--- src/rtl/record_seq_ctrl_if.sv ---
// Bus bundle between the control/register layer and the record sequencer.
interface record_seq_ctrl_if #(
    parameter int unsigned CTR_WIDTH    = 24,
    parameter int unsigned PERIOD_WIDTH = 16
);
    logic                    i_ce;
    logic                    i_start;
    logic                    i_abort;
    logic [CTR_WIDTH-1:0]    i_rec_len;
    logic [PERIOD_WIDTH-1:0] i_period;
    logic                    i_sample_valid;
    logic                    o_sample_req;
    logic                    o_new_record;
    logic [CTR_WIDTH-1:0]    o_sample_ctr;
    logic                    o_busy;
    logic                    o_done;
    logic                    o_timeout;

    // Controller / sample-source side
    modport master (
        output i_ce, i_start, i_abort, i_rec_len, i_period, i_sample_valid,
        input  o_sample_req, o_new_record, o_sample_ctr, o_busy, o_done, o_timeout
    );

    // Sequencer side
    modport slave (
        input  i_ce, i_start, i_abort, i_rec_len, i_period, i_sample_valid,
        output o_sample_req, o_new_record, o_sample_ctr, o_busy, o_done, o_timeout
    );
endinterface

--- src/rtl/record_seq_ctrl.sv ---
// Record sequencer: opens a record, paces sample requests, times out stalled
// handshakes, counts accepted samples and closes the record at the set length.
module record_seq_ctrl #(
    parameter int unsigned CTR_WIDTH    = 24,
    parameter int unsigned PERIOD_WIDTH = 16,
    parameter int unsigned TIMEOUT      = 1023
) (
    input  logic               i_clk,
    input  logic               i_nrst,
    record_seq_ctrl_if.slave   bus
);

    localparam int unsigned TMR_WIDTH = (TIMEOUT > 1) ? $clog2(TIMEOUT) : 1;

    localparam logic [2:0] S_IDLE  = 3'd0;
    localparam logic [2:0] S_START = 3'd1;
    localparam logic [2:0] S_REQ   = 3'd2;
    localparam logic [2:0] S_WAIT  = 3'd3;
    localparam logic [2:0] S_GAP   = 3'd4;
    localparam logic [2:0] S_DONE  = 3'd5;

    logic [2:0]              state_q, state_d;
    logic [CTR_WIDTH-1:0]    ctr_q, ctr_d;
    logic [CTR_WIDTH-1:0]    len_q, len_d;
    logic [CTR_WIDTH-1:0]    ctr_inc;
    logic [PERIOD_WIDTH-1:0] per_q, per_d;
    logic [PERIOD_WIDTH-1:0] p_q, p_d;
    logic [TMR_WIDTH-1:0]    t_q, t_d;
    logic                    tmo_q, tmo_d;

    // Next-state and register-update logic; abort overrides everything outside IDLE
    always_comb begin
        state_d = state_q;
        ctr_d   = ctr_q;
        len_d   = len_q;
        per_d   = per_q;
        t_d     = t_q;
        tmo_d   = tmo_q;
        ctr_inc = ctr_q + CTR_WIDTH'(1);

        // Period timer reloads in REQ, otherwise counts down to zero
        if (state_q == S_REQ) begin
            p_d = (per_q == '0) ? '0 : per_q - PERIOD_WIDTH'(1);
        end else begin
            p_d = (p_q == '0) ? '0 : p_q - PERIOD_WIDTH'(1);
        end

        if (bus.i_abort && (state_q != S_IDLE)) begin
            state_d = S_IDLE;
        end else begin
            case (state_q)
                S_IDLE: begin
                    if (bus.i_start) begin
                        len_d   = bus.i_rec_len;
                        per_d   = bus.i_period;
                        tmo_d   = 1'b0;
                        state_d = (bus.i_rec_len == '0) ? S_DONE : S_START;
                    end
                end
                S_START: begin
                    ctr_d   = '0;
                    state_d = S_REQ;
                end
                S_REQ: begin
                    t_d     = '0;
                    state_d = S_WAIT;
                end
                S_WAIT: begin
                    if (bus.i_sample_valid) begin
                        ctr_d   = ctr_inc;
                        state_d = (ctr_inc == len_q) ? S_DONE : S_GAP;
                    end else if (t_q == TMR_WIDTH'(TIMEOUT - 1)) begin
                        tmo_d   = 1'b1;
                        state_d = S_DONE;
                    end else begin
                        t_d = t_q + TMR_WIDTH'(1);
                    end
                end
                S_GAP: begin
                    if (p_q <= PERIOD_WIDTH'(1)) begin
                        state_d = S_REQ;
                    end
                end
                S_DONE: begin
                    state_d = S_IDLE;
                end
                default: begin
                    state_d = S_IDLE;
                end
            endcase
        end
    end

    // State and datapath registers, frozen while the clock enable is low
    always_ff @(posedge i_clk or negedge i_nrst) begin
        if (!i_nrst) begin
            state_q <= S_IDLE;
            ctr_q   <= '0;
            len_q   <= '0;
            per_q   <= '0;
            p_q     <= '0;
            t_q     <= '0;
            tmo_q   <= 1'b0;
        end else if (bus.i_ce) begin
            state_q <= state_d;
            ctr_q   <= ctr_d;
            len_q   <= len_d;
            per_q   <= per_d;
            p_q     <= p_d;
            t_q     <= t_d;
            tmo_q   <= tmo_d;
        end
    end

    // Pulses are state decodes qualified by the enable so they never stretch
    assign bus.o_sample_req = (state_q == S_REQ)   & bus.i_ce;
    assign bus.o_new_record = (state_q == S_START) & bus.i_ce;
    assign bus.o_done       = (state_q == S_DONE)  & bus.i_ce;
    assign bus.o_busy       = (state_q != S_IDLE);
    assign bus.o_sample_ctr = ctr_q;
    assign bus.o_timeout    = tmo_q;

endmodule

--- src/flat_wrapper.sv ---
// flat-port wrapper written by rule: the top's interface ports become plain ports
module record_seq_ctrl_flat 
#(
    parameter int unsigned CTR_WIDTH    = 24,
    parameter int unsigned PERIOD_WIDTH = 16,
    parameter int unsigned TIMEOUT      = 1023
)
  (i_clk, i_nrst, bus_i_ce, bus_i_start, bus_i_abort, bus_i_rec_len, bus_i_period, bus_i_sample_valid, bus_o_sample_req, bus_o_new_record, bus_o_sample_ctr, bus_o_busy, bus_o_done, bus_o_timeout);
  record_seq_ctrl_if #(.CTR_WIDTH(CTR_WIDTH), .PERIOD_WIDTH(PERIOD_WIDTH)) bus_i ();
  input  logic i_clk;
  input  logic i_nrst;
  input wire logic [$bits(bus_i.i_ce)-1:0] bus_i_ce;
  input wire logic [$bits(bus_i.i_start)-1:0] bus_i_start;
  input wire logic [$bits(bus_i.i_abort)-1:0] bus_i_abort;
  input wire logic [$bits(bus_i.i_rec_len)-1:0] bus_i_rec_len;
  input wire logic [$bits(bus_i.i_period)-1:0] bus_i_period;
  input wire logic [$bits(bus_i.i_sample_valid)-1:0] bus_i_sample_valid;
  output wire logic [$bits(bus_i.o_sample_req)-1:0] bus_o_sample_req;
  output wire logic [$bits(bus_i.o_new_record)-1:0] bus_o_new_record;
  output wire logic [$bits(bus_i.o_sample_ctr)-1:0] bus_o_sample_ctr;
  output wire logic [$bits(bus_i.o_busy)-1:0] bus_o_busy;
  output wire logic [$bits(bus_i.o_done)-1:0] bus_o_done;
  output wire logic [$bits(bus_i.o_timeout)-1:0] bus_o_timeout;
  assign bus_i.i_ce = bus_i_ce;
  assign bus_i.i_start = bus_i_start;
  assign bus_i.i_abort = bus_i_abort;
  assign bus_i.i_rec_len = bus_i_rec_len;
  assign bus_i.i_period = bus_i_period;
  assign bus_i.i_sample_valid = bus_i_sample_valid;
  assign bus_o_sample_req = bus_i.o_sample_req;
  assign bus_o_new_record = bus_i.o_new_record;
  assign bus_o_sample_ctr = bus_i.o_sample_ctr;
  assign bus_o_busy = bus_i.o_busy;
  assign bus_o_done = bus_i.o_done;
  assign bus_o_timeout = bus_i.o_timeout;
  record_seq_ctrl #(.CTR_WIDTH(CTR_WIDTH), .PERIOD_WIDTH(PERIOD_WIDTH), .TIMEOUT(TIMEOUT)) u_core (.i_clk(i_clk), .i_nrst(i_nrst), .bus(bus_i));
endmodule
--- config.mk ---
export PLATFORM = sky130hd
export DESIGN_NAME = record_seq_ctrl_flat
export DESIGN_NICKNAME = d
export VERILOG_FILES = /design/src/rtl/record_seq_ctrl_if.sv /design/src/rtl/record_seq_ctrl.sv /design/src/flat_wrapper.sv
export SDC_FILE = /design/constraint.sdc
export NUM_CORES = 1
export LEC_CHECK = 0
export CORE_ASPECT_RATIO = 0.5
export CORE_MARGIN = 1
export CORE_UTILIZATION = 40
export CTS_CLUSTER_DIAMETER = 60
export DETAILED_ROUTE_END_ITERATION = 8
export PLACE_DENSITY = 0.68
export SETUP_SLACK_MARGIN = 0.15
export SLEW_MARGIN = 10
export SYNTH_ARGS = -nofsm -noshare
export SYNTH_HDL_FRONTEND = slang
export SYNTH_SLANG_ARGS = --single-unit
--- constraint.sdc ---
create_clock -name i_clk -period 3.8 [get_ports i_clk]
set_clock_uncertainty 0.2 [all_clocks]
set_input_delay 0.76 -clock i_clk [delete_from_list [all_inputs] [get_ports i_clk]]
set_output_delay 0.76 -clock i_clk [all_outputs]
set_load 0.1 [all_outputs]
==> metrics.md, run 1 <==
| Metric | Value |
|---|---|
| Routability cong. | `0.850` |
| Vias/cell | `5.50` |
| Setup CP Type | `flip-flop to flip-flop` |
| Clk pwr share | `22.5%` |
| Share of Yosys cell area claimed by the top area cell type | `42.0%` |
| Antenna violations before repair | `0` |
| Distinct cells, synth | `59` |
| CTS tree | `done` |
| Max VDD drop | `0.233 mV` |
| Tot Pwr | `0.00426 W` |
| Sequential power share | `39.6%` |
| Sequential cell area | `2350 µm²` |
| Setup TNS | `0 ns` |
| Hold buffer count at CTS | `0` |
| Full die area | `14500 µm²` |
| RSZ-0062 raised after global routing | `no` |
| Mean Syn Cell Area | `9.29 µm²` |
| Sink Count | `94` |
| Layout cell share with drive strength beyond 1 | `15.9%` |
| PortBufs | `74` |
| Overall global routing resource usage | `19.2%` |
| Register bit total from synthesis | `94` |
| CTS clk-pin slew, worst paths | `0.06 ns` |
| Sequential area share after synthesis | `42.0%` |
| Wirelength per Cell | `15.5 µm` |
| DRC Markers | `0` |
| Gate power share | `37.9%` |
| Initial DRT Pass Iterations | `5` |
| Final min period | `3.09 ns` |
| Largest area contributor in the netlist | `dfrtp_1` |
| Slowest stage delay, CP | `0.58 ns` |
| Placement Cell Area | `6510 µm²` |
| CTS buffer count | `9` |
| Ys Warns | `0` |
| Post-CTS setup buffer count | `0` |
| Starting DRT DRC Count | `401` |
| Syn nets | `655` |
| Slew Limit Fails | `0` |
| Top post-synthesis cells by area | `dfrtp_1 (42%), mux2_2 (7.6%), o21ai_0 (5.3%)` |
| Slew margin rel. | `34.6%` |
| CP Max Fanout | `8` |
| Asr flop ratio synth | `100%` |
| Post-Syn Area | `5600 µm²` |
| Fillers | `1250` |
| Clock root buffer | `clkbuf_16` |
| Crit path buf inv count | `0` |
| Final setup viols | `0` |
| Grt total ovfl | `0` |
| Most used DFF post-synth | `dfrtp_1` |
| Leakage | `2.74 nW` |
| Slowest CP cell | `nor3_1` |
| I/O pin cnt | `75` |
| Initial core utilization | `41.2%` |
| Most common library cells after synthesis | `dfrtp_1 (94), o21ai_0 (59), nand2_1 (52)` |
| Startpoint Class | `flip-flop` |
| Vias in the first global route | `4492` |
| Post-synth EDFFs | `0` |
| Most numerous cell in the Yosys netlist | `dfrtp_1` |
| Achievable clock frequency | `324 MHz` |
| Sw Share | `37.8%` |
| Layout Nets | `716` |
| Largest net degree at the start of global routing | `47` |
| Power per Cell Area | `624 nW/µm²` |
| Die Span Y | `85.6 µm` |
| Area growth from synthesis to layout | `22.1%` |
| Worst path required time | `3.85 ns` |
| Final worst path period share | `81.3%` |
| P_int | `0.00265 W` |
| First-pass GRT wire length | `22.2 mm` |
| Post-Route WL | `13.3 mm` |
| Hold_ws | `0.207 ns` |
| Arrival time at the worst endpoint | `3.14 ns` |
| Core area | `13600 µm²` |
| Hold Violations, Final | `0` |
| Antenna Cells | `0` |
| Worst skew pair latency | `0.35 ns` |
| Net switching power | `0.00161 W` |
| H-tree level count | `3` |
| Clock Path Buffers | `2` |
| Final ANT Viol Nets | `0` |
| DR vias | `4726` |
| Gate Count Post-Synth | `602` |
| Crit. End Element | `flip-flop` |
| Post-DP HPWL | `9.62 mm` |
| CP delay by family, top | `simple AND/OR/NAND/NOR gates` |
| Crit-path cells | `ha_1 > nand3_2 > nor3_1 > nand3_1 > xnor2_1 > a2111oi_0 > nand4_1 > o21ai_0` |
| Post-cts repair resize count | `0` |
| Die X | `169 µm` |
| Placement Rows | `30` |
| Worst-margin pin slew | `0.978 ns` |
| Max-cap violation count | `0` |
| Outcome | `complete, no violations` |
| Worst min-delay path class | `input pin to async pin` |
| Post-route cell area | `6830 µm²` |
| Area occupied by multi-input gates | `3070 µm²` |
-- per-layer routing --
| layer | global-route usage [%] | vias up | part of all wire [%] |
|---|---|---|---|
| li1 | - | 2304 | - |
| met1 | 25.8 | 2309 | 48 |
| met2 | 31.5 | 97 | 47 |
| met3 | 4.20 | 16 | 3.5 |
| met4 | 5.00 | 0 | 1.5 |
| met5 | 0 | - | 0 |
-- logic make-up after synthesis --
family,count (synthesis),synth area share (%)
AND/OR/NAND/NOR,210,19.4
AO/OA/AOI/OAI,145,16.7
flip-flops,94,42.0
XOR/XNOR,55,8.61
buffers and inverters,50,3.56
multiplexers,41,8.18
adder cells (fa/ha/maj),7,1.57
-- area by class of cell --
class	count	share of cell area [%]
Tap cell	192	3.52
Clock inverter	5	1.23
Sequential cell	94	34.4
Multi-Input combinational cell	458	44.9
Clock buffer	11	3.41
Timing Repair Buffer	85	11.7
Inverter	15	0.824
-- state kept, by name, indices dropped and copies added (netlist names) --
name and cells:
u_core.state_q 3, u_core.t_q 10, u_core.per_q 16, u_core.bus.o_sample_ctr 24
u_core.bus.o_timeout 1, u_core.p_q 16, u_core.len_q 24
-- through the flow --
stage	utilization, %	instances	setup WS [ns]
finish	50.3	860	0.712
global route	50.3	860	0.428
CTS	50.3	860	0.638
detailed placement	47.9	844	0.572
global placement	47.9	844	0.600
floorplan	-	602	0.434
-- worst paths after layout --
check                                           startpoint                          end  slack (ns)  cells past startpoint
worst min-delay path                                i_nrst             u_core.per_q[15]        0.21                      1
worst max-delay path            u_core.bus.o_sample_ctr[0]            u_core.state_q[0]        0.71                      8
worst max register to register  u_core.bus.o_sample_ctr[0]            u_core.state_q[0]        0.71                      8
worst min register to register               u_core.p_q[8]                u_core.p_q[8]        0.30                      1
min in group i_clk                           u_core.p_q[8]                u_core.p_q[8]        0.30                      1
max in group asynchronous                           i_nrst  u_core.bus.o_sample_ctr[14]        2.40                      2
-- cell usage in the layout (no fill, tap or decap), types with 4 or more instances in the layout --
master,count
nand3_1,19
o31ai_1,13
nor4_1,13
and3_1,5
nand2b_1,8
a31oi_1,5
dfrtp_1,94
a21oi_1,16
o22ai_1,6
clkbuf_16,9
o41ai_1,4
clkdlybuf4s50_1,49
nor2_1,44
xor2_1,22
nand4_1,15
xnor2_1,33
o21ai_0,59
a22o_1,12
inv_1,15
nor3_1,22
mux2_2,38
nand2_1,52
ha_1,7
or3_1,4
buf_4,33
a21o_1,5
-- power by group through the flow --
stage	Sequential [W]	Combinational, W	Clock, W
3_5_place_dp	0.00170	0.00161	0
2_1_floorplan	0.00167	0.00121	0
3_3_place_gp	0.00169	0.00159	0
6_report	0.00169	0.00161	0.000960
5_1_grt	0.00175	0.00176	0.00103
4_1_cts	0.00169	0.00162	0.000978
Power figures use the tool's default switching activity.
==> run 2: changes to the inputs <==
PLACE_DENSITY = 0.71   (was 0.68)
clock period = 2.8 ns   (was 3.8 ns; I/O delays follow)
==> run 2 against run 1 <==
Effect of this change:
- register-to-register slack worse by 0.43 ns
- utilization rose by 2.8 points
- clock power grew 29%
- cell count increased by 3.3%
- routed wire length increased by 5.9%
- sequential share of layout area decreased by 1.1 points
- setup slack got worse by 0.43 ns
- first-iteration DRC count fell by 32%
- sequential cell count is the same
- sequential power increased by 37%
==> metrics.md, run 2 (synthesized netlist as in run 1, its figures left out) <==
| Metric | Value |
|---|---|
| Outcome | `complete, no violations` |
| Final setup viols | `0` |
| Full die area | `14500 µm²` |
| Crit-path cells | `inv_1 > ha_1 > or4b_4 > nand2b_4 > nor4_4 > mux2_2 > nand2_1 > o31ai_1 > a22o_1` |
| Worst skew pair latency | `0.34 ns` |
| Achievable clock frequency | `397 MHz` |
| Overall global routing resource usage | `20.2%` |
| Wirelength per Cell | `15.9 µm` |
| Final ANT Viol Nets | `0` |
| Worst min-delay path class | `input pin to async pin` |
| Setup CP Type | `flip-flop to flip-flop` |
| Slowest CP cell | `or4b_4` |
| Placed Instances | `872` |
| Power per Cell Area | `833 nW/µm²` |
| Sink Count | `94` |
| Tot Pwr | `0.00600 W` |
| Vias in the first global route | `4631` |
| CTS tree | `done` |
| Cell Count, Final, Fillers Out | `888` |
| Area occupied by multi-input gates | `3170 µm²` |
| Crit. End Element | `flip-flop` |
| DRC Markers | `0` |
| RR Startpoint | `u_core.per_q[0]` |
| Worst-margin pin slew | `0.579 ns` |
| Slowest stage delay, CP | `0.49 ns` |
| Arrival time at the worst endpoint | `2.55 ns` |
| R2R Setup Slk | `0.28 ns` |
| Post-DP HPWL | `10.2 mm` |
| I/O pin cnt | `75` |
| Slew Limit Fails | `0` |
| Worst path required time | `2.83 ns` |
| RSZ-0062 raised after global routing | `no` |
| Starting DRT DRC Count | `271` |
| Final worst path period share | `89.9%` |
| Hold_ws | `0.00604 ns` |
| Hold Violations, Final | `0` |
| CTS buffer count | `9` |
| Sequential cell area | `2400 µm²` |
| Final min period | `2.52 ns` |
| Setup crit end | `u_core.p_q[12]` |
| First-pass GRT wire length | `23.2 mm` |
| CP Max Fanout | `4` |
| Layout cell share with drive strength beyond 1 | `23.7%` |
| Layout Nets | `744` |
| Post-Route WL | `14.1 mm` |
| Initial core utilization | `41.2%` |
| Setup TNS | `0 ns` |
| Most common cell after layout, fill and taps aside | `dfrtp_1` |
| Clock Path Buffers | `2` |
| Grt total ovfl | `0` |
| Die X | `169 µm` |
| Antenna Cells | `0` |
| Clock root buffer | `clkbuf_16` |
| CTS clk-pin slew, worst paths | `0.07 ns` |
| DR vias | `4910` |
| Fillers | `1220` |
| Crit. Startpoint | `u_core.per_q[0]` |
| Largest net degree at the start of global routing | `44` |
| Placement Rows | `30` |
| Die Span Y | `85.6 µm` |
| Core area | `13600 µm²` |
| Commonest non-fill, non-tap cells in the layout | `dfrtp_1 (76), buf_4 (63), o21ai_0 (58)` |
| Max-cap violation count | `0` |
| Reg-to-reg endpoint | `u_core.p_q[12]` |
| Worst setup margin | `0.282 ns` |
| Antenna violations before repair | `0` |
| Initial DRT Pass Iterations | `5` |
| PortBufs | `74` |
| H-tree level count | `3` |
| Reg2Reg Depth | `9` |
| Startpoint Class | `flip-flop` |
| Vias/cell | `5.53` |
| Placement Setup Slack | `0.0431 ns` |
| Area growth from synthesis to layout | `28.8%` |
| Max VDD drop | `0.382 mV` |
| Leakage | `2.92 nW` |
| Routability cong. | `0.893` |
| Post-CTS setup buffer count | `0` |
| Slew margin rel. | `61.4%` |
==> run 2: cell types whose count changed in the layout (fill, tap and decap cells not counted), moves of 3 or more <==
| cell | previous run | this run |
|---|---|---|
| nor3_4 | 0 | 3 |
| a2111oi_0 | 3 | 0 |
| dfrtp_2 | 0 | 6 |
| buf_12 | 3 | 6 |
| buf_4 | 33 | 63 |
| nor4_1 | 13 | 10 |
| dfrtp_4 | 0 | 12 |
| dfrtp_1 | 94 | 76 |
| clkdlybuf4s50_1 | 49 | 43 |
==> run 2: worst min-delay path by stage <==
stage / startpoint / endpoint / cells after the start
after floorplan: i_nrst / u_core.bus.o_sample_ctr[12] / 0
after CTS: i_nrst / u_core.len_q[5] / 1
after global routing: i_nrst / u_core.len_q[5] / 1
after detailed placement: u_core.p_q[14] / u_core.p_q[14] / 1
after global placement: u_core.p_q[14] / u_core.p_q[14] / 1
final: i_nrst / u_core.len_q[19] / 1
==> run 2: worst max-delay path, delay by kind of cell, from the launching register on <==
family	cells	cell delay, ns
simple gates	4	0.95
buf+inv	1	0.08
mux	1	0.36
flops	1	0.40
fa+ha+maj	1	0.17
compound gates	2	0.24
==> run 2: repair_timing <==
| action | 4_1_cts | 5_1_grt |
|---|---|---|
| hold buffers | 0 | 0 |
| endpoints found under the setup margin | 3 | 3 |
| gates resized for setup | 3 | 10 |
==> run 2: stage by stage <==
stage               area, µm²  util, %
floorplan                5750        -
global placement         6860     50.5
detailed placement       6860     50.5
CTS                      7170     52.8
global route             7210     53.0
finish                   7210     53.0
==> run 2: final cells by class <==
cell class / instances / area share, %
Multi-Input combinational cell: 458 / 44.0
Sequential cell: 94 / 33.4
Timing Repair Buffer: 113 / 14.4
Tap cell: 192 / 3.33
Clock buffer: 10 / 3.18
Clock inverter: 6 / 0.955
Inverter: 15 / 0.781
==> run 2: power by group <==
group	internal (W)	switching [W]	total, W
Sequential	0.00181	0.000502	0.00231
Clock	0.000699	0.000540	0.00124
Combinational	0.00115	0.00130	0.00245
Total	0.00367	0.00234	0.00600
==> run 2: metal layers <==
layer / vias up / track usage [%] / wire length [µm]
li1: 2372 / - / -
met1: 2377 / 27.1 / 6580
met2: 149 / 34.2 / 6610
met3: 12 / 3.69 / 755
met4: 0 / 4.59 / 150
met5: - / 0 / 0
